==> config.mk <==
export PLATFORM = sky130hd
export DESIGN_NAME = hot_addr_filter_queue
export DESIGN_NICKNAME = d
export VERILOG_FILES = /design/src/rtl/hot_addr_pkg.sv /design/src/rtl/hot_addr_sync_fifo.sv /design/src/rtl/hot_addr_filter_queue.sv
export SDC_FILE = /design/constraint.sdc
export NUM_CORES = 2
export LEC_CHECK = 0
export BUFFER_PORTS_ARGS = -buffer_cell sky130_fd_sc_hd__buf_2
export CORE_UTILIZATION = 65
export CTS_BUF_LIST = sky130_fd_sc_hd__clkbuf_8
export DETAILED_ROUTE_END_ITERATION = 8
export PLACE_DENSITY = 0.83
export SYNTH_ARGS = -nofsm -noshare
export SYNTH_HDL_FRONTEND = slang
export SYNTH_SLANG_ARGS = --single-unit
==> constraint.sdc <==
create_clock -name axi4_mm_clk -period 7.5 [get_ports axi4_mm_clk]
set_input_delay 1.5 -clock axi4_mm_clk [delete_from_list [all_inputs] [get_ports axi4_mm_clk]]
set_output_delay 1.5 -clock axi4_mm_clk [all_outputs]
set_load 0.01 [all_outputs]
==> src/rtl/hot_addr_pkg.sv <==
// Shared types and constants for the hot-address filter queue.
// Classification outcomes are ordered by the filter's drop priority.
package hot_addr_pkg;

   localparam int ADDR_SIZE_DEFAULT = 33;

   typedef logic [ADDR_SIZE_DEFAULT-1:0] pfn_t;

   localparam pfn_t PFN_SENTINEL = '1;

   typedef enum logic [1:0] {
      CLS_ACCEPT,
      CLS_SENTINEL,
      CLS_RANGE,
      CLS_DUP
   } cls_e;

endpackage

==> src/rtl/hot_addr_sync_fifo.sv <==
// First-word-fall-through synchronous FIFO with occupancy output.
// Head data reads as zero while the FIFO is empty.
module hot_addr_sync_fifo #(
   parameter int WIDTH = 33,
   parameter int DEPTH = 64
) (
   input  logic                     axi4_mm_clk,
   input  logic                     axi4_mm_rst,
   input  logic                     wr_en,
   input  logic [WIDTH-1:0]         wr_data,
   input  logic                     rd_en,
   output logic [WIDTH-1:0]         rd_data,
   output logic                     rd_valid,
   output logic [$clog2(DEPTH):0]   level
);

   localparam int AW = $clog2(DEPTH);
   localparam int LW = AW + 1;

   logic [WIDTH-1:0] mem [DEPTH];
   logic [AW-1:0]    wr_ptr_reg;
   logic [AW-1:0]    rd_ptr_reg;
   logic [LW-1:0]    count_reg;
   logic             empty;
   logic             push;
   logic             pop;

   assign empty = (count_reg == '0);
   assign push  = wr_en && (count_reg != LW'(DEPTH));
   assign pop   = rd_en && !empty;

   always_ff @(posedge axi4_mm_clk) begin
      if (axi4_mm_rst) begin
         wr_ptr_reg <= '0;
         rd_ptr_reg <= '0;
         count_reg  <= '0;
      end else begin
         if (push) wr_ptr_reg <= wr_ptr_reg + AW'(1);
         if (pop)  rd_ptr_reg <= rd_ptr_reg + AW'(1);
         if (push && !pop)      count_reg <= count_reg + LW'(1);
         else if (pop && !push) count_reg <= count_reg - LW'(1);
      end
   end

   always_ff @(posedge axi4_mm_clk) begin
      if (push) mem[wr_ptr_reg] <= wr_data;
   end

   assign rd_data  = empty ? '0 : mem[rd_ptr_reg];
   assign rd_valid = !empty;
   assign level    = count_reg;

endmodule

==> src/rtl/hot_addr_filter_queue.sv <==
// Filters hot-page PFN candidates (sentinel, bounds, recent duplicates) and
// queues survivors for the hot-address pusher, with saturating statistics.
module hot_addr_filter_queue
   import hot_addr_pkg::*;
#(
   parameter int ADDR_SIZE   = ADDR_SIZE_DEFAULT,
   parameter int FIFO_DEPTH  = 64,
   parameter int DEDUP_DEPTH = 16,
   parameter int CNT_W       = 32
) (
   input  logic                          axi4_mm_clk,
   input  logic                          axi4_mm_rst,
   input  logic                          hist_clear,
   input  logic [32:0]                   csr_addr_lb,
   input  logic [32:0]                   csr_addr_ub,
   input  logic                          hot_pg_valid,
   input  logic [ADDR_SIZE-1:0]          hot_pg_addr,
   output logic                          hot_pg_ready,
   output logic                          page_mig_addr_en,
   output logic [ADDR_SIZE-1:0]          page_mig_addr,
   input  logic                          page_mig_addr_ready,
   output logic [$clog2(FIFO_DEPTH):0]   fifo_level,
   output logic [CNT_W-1:0]              accept_cnt,
   output logic [CNT_W-1:0]              drop_dup_cnt,
   output logic [CNT_W-1:0]              drop_range_cnt
);

   localparam int LW    = $clog2(FIFO_DEPTH) + 1;
   localparam int HW    = $clog2(DEDUP_DEPTH);
   localparam int CMP_W = (ADDR_SIZE > 33) ? ADDR_SIZE : 33;

   logic                   s_valid_reg;
   logic [ADDR_SIZE-1:0]   s_addr_reg;
   logic [DEDUP_DEPTH-1:0] hist_valid_reg;
   logic [ADDR_SIZE-1:0]   hist_addr_reg [DEDUP_DEPTH];
   logic [HW-1:0]          hist_ptr_reg;
   logic [DEDUP_DEPTH-1:0] hit_vec;
   logic [CNT_W-1:0]       accept_cnt_reg;
   logic [CNT_W-1:0]       drop_dup_cnt_reg;
   logic [CNT_W-1:0]       drop_range_cnt_reg;
   logic [CMP_W-1:0]       s_cmp;
   logic [CMP_W-1:0]       lb_cmp;
   logic [CMP_W-1:0]       ub_cmp;
   logic                   take;
   logic                   push;
   cls_e                   cls;

   // A slot is always reserved for whatever sits in the stage register,
   // so an accepted candidate can never meet a full FIFO.
   assign hot_pg_ready = !axi4_mm_rst &&
                         ((fifo_level + LW'(s_valid_reg)) < LW'(FIFO_DEPTH));
   assign take         = hot_pg_valid && hot_pg_ready;

   always_ff @(posedge axi4_mm_clk) begin
      if (axi4_mm_rst) begin
         s_valid_reg <= 1'b0;
         s_addr_reg  <= '0;
      end else begin
         s_valid_reg <= take;
         if (take) s_addr_reg <= hot_pg_addr;
      end
   end

   generate
      for (genvar gi = 0; gi < DEDUP_DEPTH; gi++) begin : g_hist_cmp
         assign hit_vec[gi] = hist_valid_reg[gi] && (hist_addr_reg[gi] == s_addr_reg);
      end
   endgenerate

   assign s_cmp  = CMP_W'(s_addr_reg);
   assign lb_cmp = CMP_W'(csr_addr_lb);
   assign ub_cmp = CMP_W'(csr_addr_ub);

   always_comb begin
      cls = CLS_ACCEPT;
      if (s_addr_reg == {ADDR_SIZE{1'b1}})
         cls = CLS_SENTINEL;
      else if ((s_cmp < lb_cmp) || (s_cmp > ub_cmp))
         cls = CLS_RANGE;
      else if (|hit_vec)
         cls = CLS_DUP;
   end

   assign push = s_valid_reg && (cls == CLS_ACCEPT);

   // Clear wins over a same-cycle accept; classification already used the old history.
   always_ff @(posedge axi4_mm_clk) begin
      if (axi4_mm_rst || hist_clear) begin
         hist_valid_reg <= '0;
         hist_ptr_reg   <= '0;
      end else if (push) begin
         hist_valid_reg[hist_ptr_reg] <= 1'b1;
         hist_ptr_reg                 <= hist_ptr_reg + HW'(1);
      end
   end

   always_ff @(posedge axi4_mm_clk) begin
      if (push) hist_addr_reg[hist_ptr_reg] <= s_addr_reg;
   end

   always_ff @(posedge axi4_mm_clk) begin
      if (axi4_mm_rst) begin
         accept_cnt_reg     <= '0;
         drop_dup_cnt_reg   <= '0;
         drop_range_cnt_reg <= '0;
      end else if (s_valid_reg) begin
         unique case (cls)
            CLS_ACCEPT:
               if (accept_cnt_reg != '1) accept_cnt_reg <= accept_cnt_reg + CNT_W'(1);
            CLS_DUP:
               if (drop_dup_cnt_reg != '1) drop_dup_cnt_reg <= drop_dup_cnt_reg + CNT_W'(1);
            CLS_SENTINEL, CLS_RANGE:
               if (drop_range_cnt_reg != '1) drop_range_cnt_reg <= drop_range_cnt_reg + CNT_W'(1);
         endcase
      end
   end

   assign accept_cnt     = accept_cnt_reg;
   assign drop_dup_cnt   = drop_dup_cnt_reg;
   assign drop_range_cnt = drop_range_cnt_reg;

   hot_addr_sync_fifo #(
      .WIDTH (ADDR_SIZE),
      .DEPTH (FIFO_DEPTH)
   ) u_fifo (
      .axi4_mm_clk (axi4_mm_clk),
      .axi4_mm_rst (axi4_mm_rst),
      .wr_en       (push),
      .wr_data     (s_addr_reg),
      .rd_en       (page_mig_addr_ready),
      .rd_data     (page_mig_addr),
      .rd_valid    (page_mig_addr_en),
      .level       (fifo_level)
   );

endmodule

==> impl_results.md <==
* Status: complete, no violations
* Share of cells above drive strength 1 at 27.3%
* Sequential fraction of the synthesis area at 74.1%
* Core ar. at roughly 170000 um^2
* Die span in y at 416 um
* # Max-Cap Violations at 0
* Avg Cell Area, Syn at 19.9 um^2
* Register-to-Register Path Depth at 16
* Worst r2r dst: u_fifo.mem[9][14]$_DFFE_PP_
* Max reg flops at approximately 2100
* DR vias/cell at 6.77
* Largest cells by area after synthesis: edfxtp_1 (71%), mux4_2 (14%), xor2_1 (3.7%)
* Via count at 59300
* Final GP Congestion at 0.904
* Worst hold stages at 1
* Post-synth top flop: edfxtp_1
* Post-synth top area share at 71.0%
* Num CTS Buffers at 438
* I/O pin cnt at 242
* HP Class: reg2reg
* # resized after CTS at 0
* DR pass1 iterations at 9
* Worst-path clk slew at roughly 60 ps
* Drt drc at 0
* Yosys reg bits at approximately 2800
* Starting Density at 65.7%
* Per-cell routed wire length at between 30 and 40 um
* GRT Residual Overflow at 0
* Initial detailed-routing violation count at 8142
* PwrDens at 279 nW/um^2
* Synth area leader: edfxtp_1
* Endpoints failing hold at 0
* Clk_lat worst skew at 1130 ps
* Tcrit/Tclk final at between 80% and 90%
* # rows at 151
* Input/output buffers at 241
* Nets at 6391
* Setup CP Type: reg2out
* Area of the mapped netlist at 112000 um^2
* Worst EP arrival at 5050 ps
* Area Growth Syn to Fin at 12.2%
* Crit end category: output port
* Post-CTS Hold Fix Bufs at 0
* Yosys warnings at 0
* Filler cell count at 8944
* GR Util All Layers at about 33%
* Post-synth EDFFs at 2640
* Max Fclk at 153 MHz
* Reg-to-Reg Start: s_addr_reg[30]$_SDFFE_PP0P_
* Die area at 173000 um^2
* HPWL after detailed placement at 170000 um
* Clock sinks at 2815
* Lkg Pwr at around 42 nW
* Clk_skew at 84.4 ps
* Vias in the first global route at 60100
* Top-count cell post-synth: edfxtp_1
* Unique masters post-synth at 61
* Detailed Route WL at 283000 um
* Min-Delay Endpoint: hist_valid_reg[5]$_SDFFE_PP0P_
* Asr flop ratio synth at 0%
* Worst endpoint required time at 6000 ps
* CTS tree: yes
* Minimum clock period at 6550 ps
* CTS H-tree lvls at 5
* Post-route ant nets at 0
* Largest net degree at the start of global routing at 130
* RSZ-0062 raised after global routing: false
* Final Slew Violations at 0
* Initial antenna violation count at 19
* Die Wd at 416 um
* R2R Setup Slk at around 960 ps
* Hold_ws at 468 ps
* Most instantiated cells after synthesis: edfxtp_1 (2640), mux4_2 (674), xor2_1 (477)
* Endpoints failing setup at 0
* First-pass GRT wire length at 409000 um
* Postcts setup bufs at 0
* HP Start: hist_valid_reg[5]$_SDFFE_PP0P_
* Max_slew headroom at 17.8%
* Synthesized instance count at 5600
* Root buffer cell: clkbuf_8
* Peak supply drop at 0.000236 V
* CP max FO at 34
* Syn Nets at a little under 6000
* Worst-Margin Slew at 1230 ps
* TNS Setup at 0 ps
* Worst setup SP type: register
* Clock Path Buffers at 4
kinds of logic (layout without fill, tap and decap cells):
group	count (synthesis)	count (layout)	share of synthesized area, %
other cells	0	14	0
xor+xnor	612	612	4.80
compound gates	221	221	1.26
mux	698	698	13.8
flops	2815	2815	74.1
simple gates	787	787	3.59
fa+ha+maj	84	84	0.948
buf+inv	383	1321	1.46
layer usage:
metal	global-route usage [%]	wire (um)
met3	7.21	31400
met2	53.4	140000
met4	14.8	13500
met5	0	83
met1	43.7	98200
metrics by stage:
| stage | utilization, % | instance area, um^2 | instances | power [mW] | setup slack [ps] |
|---|---|---|---|---|---|
| global placement | 68.8 | 117000 | 7981 | 22.9 | 978 |
| floorplan | - | 112000 | 5600 | 21.2 | 921 |
| finish | 73.7 | 125000 | 8770 | 35.0 | 954 |
| CTS | 73.6 | 125000 | 8756 | 35.0 | 872 |
| global route | 73.7 | 125000 | 8758 | 35.9 | 613 |
| detailed placement | 68.8 | 117000 | 7981 | 23.1 | 736 |
critical path, stage by stage (launching register included):
cell      delay [ps]
dfxtp_4          850
buf_12           370
mux4_2           570
mux4_2           510
nor2b_1          160
a211oi_1         960
a211oi_1         240
buf_2            230
worst max path at each step:
stage / startpoint / to / slack, ps / depth (start not counted)
after floorplan: csr_addr_ub[32] / hist_addr_reg[3][0]$_DFFE_PP_ / 920 / 14
after global placement: csr_addr_ub[26] / u_fifo.mem[57][19]$_DFFE_PP_ / 980 / 18
after detailed placement: csr_addr_ub[26] / u_fifo.mem[9][32]$_DFFE_PP_ / 740 / 18
after CTS: register / page_mig_addr[3] / 870 / 7
after global routing: s_addr_reg[30]$_SDFFE_PP0P_ / u_fifo.mem[9][14]$_DFFE_PP_ / 610 / 16
final: register / page_mig_addr[19] / 950 / 7
area by class of cell:
cell class,instances,area [um^2],area share (%)
clock inverter,315,1840,1.47
sequential,2815,82900,66.2
antenna,14,35.0,0.0280
multi-input combinational,2402,27800,22.2
tap,2218,2780,2.22
timing repair buffer,442,3170,2.53
inverter,104,390,0.312
clock buffer,460,6330,5.05
power by group:
group          leakage (nW)  switching [mW]  internal (mW)
Combinational          11.4            2.78           2.34
Sequential             25.8           0.329           17.3
Clock                  4.68            5.84           6.37
Total                  41.8            8.95           26.0
cell usage in the layout, fill, tap and decap left out, types with 19 or more instances in the layout:
cell,count
and2_1,21
bufinv_16,21
o21ai_0,29
clkbuf_8,460
and4_1,21
xnor2_1,135
nor3_1,43
nor2b_1,25
ha_1,83
a21o_1,23
clkinv_1,105
clkinv_2,51
xor2_1,477
dfxtp_4,38
o21a_1,19
nand3_1,60
buf_12,36
buf_4,166
buf_2,240
a21oi_1,78
dfxtp_1,136
edfxtp_1,2640
mux4_2,674
nor2_4,65
nand2_1,134
a211oi_1,40
nor4_1,131
nor2_1,138
nand4_1,72
or3_1,19
inv_1,232
mux2i_1,24
Note: power is estimated with default switching activity, not from simulation.
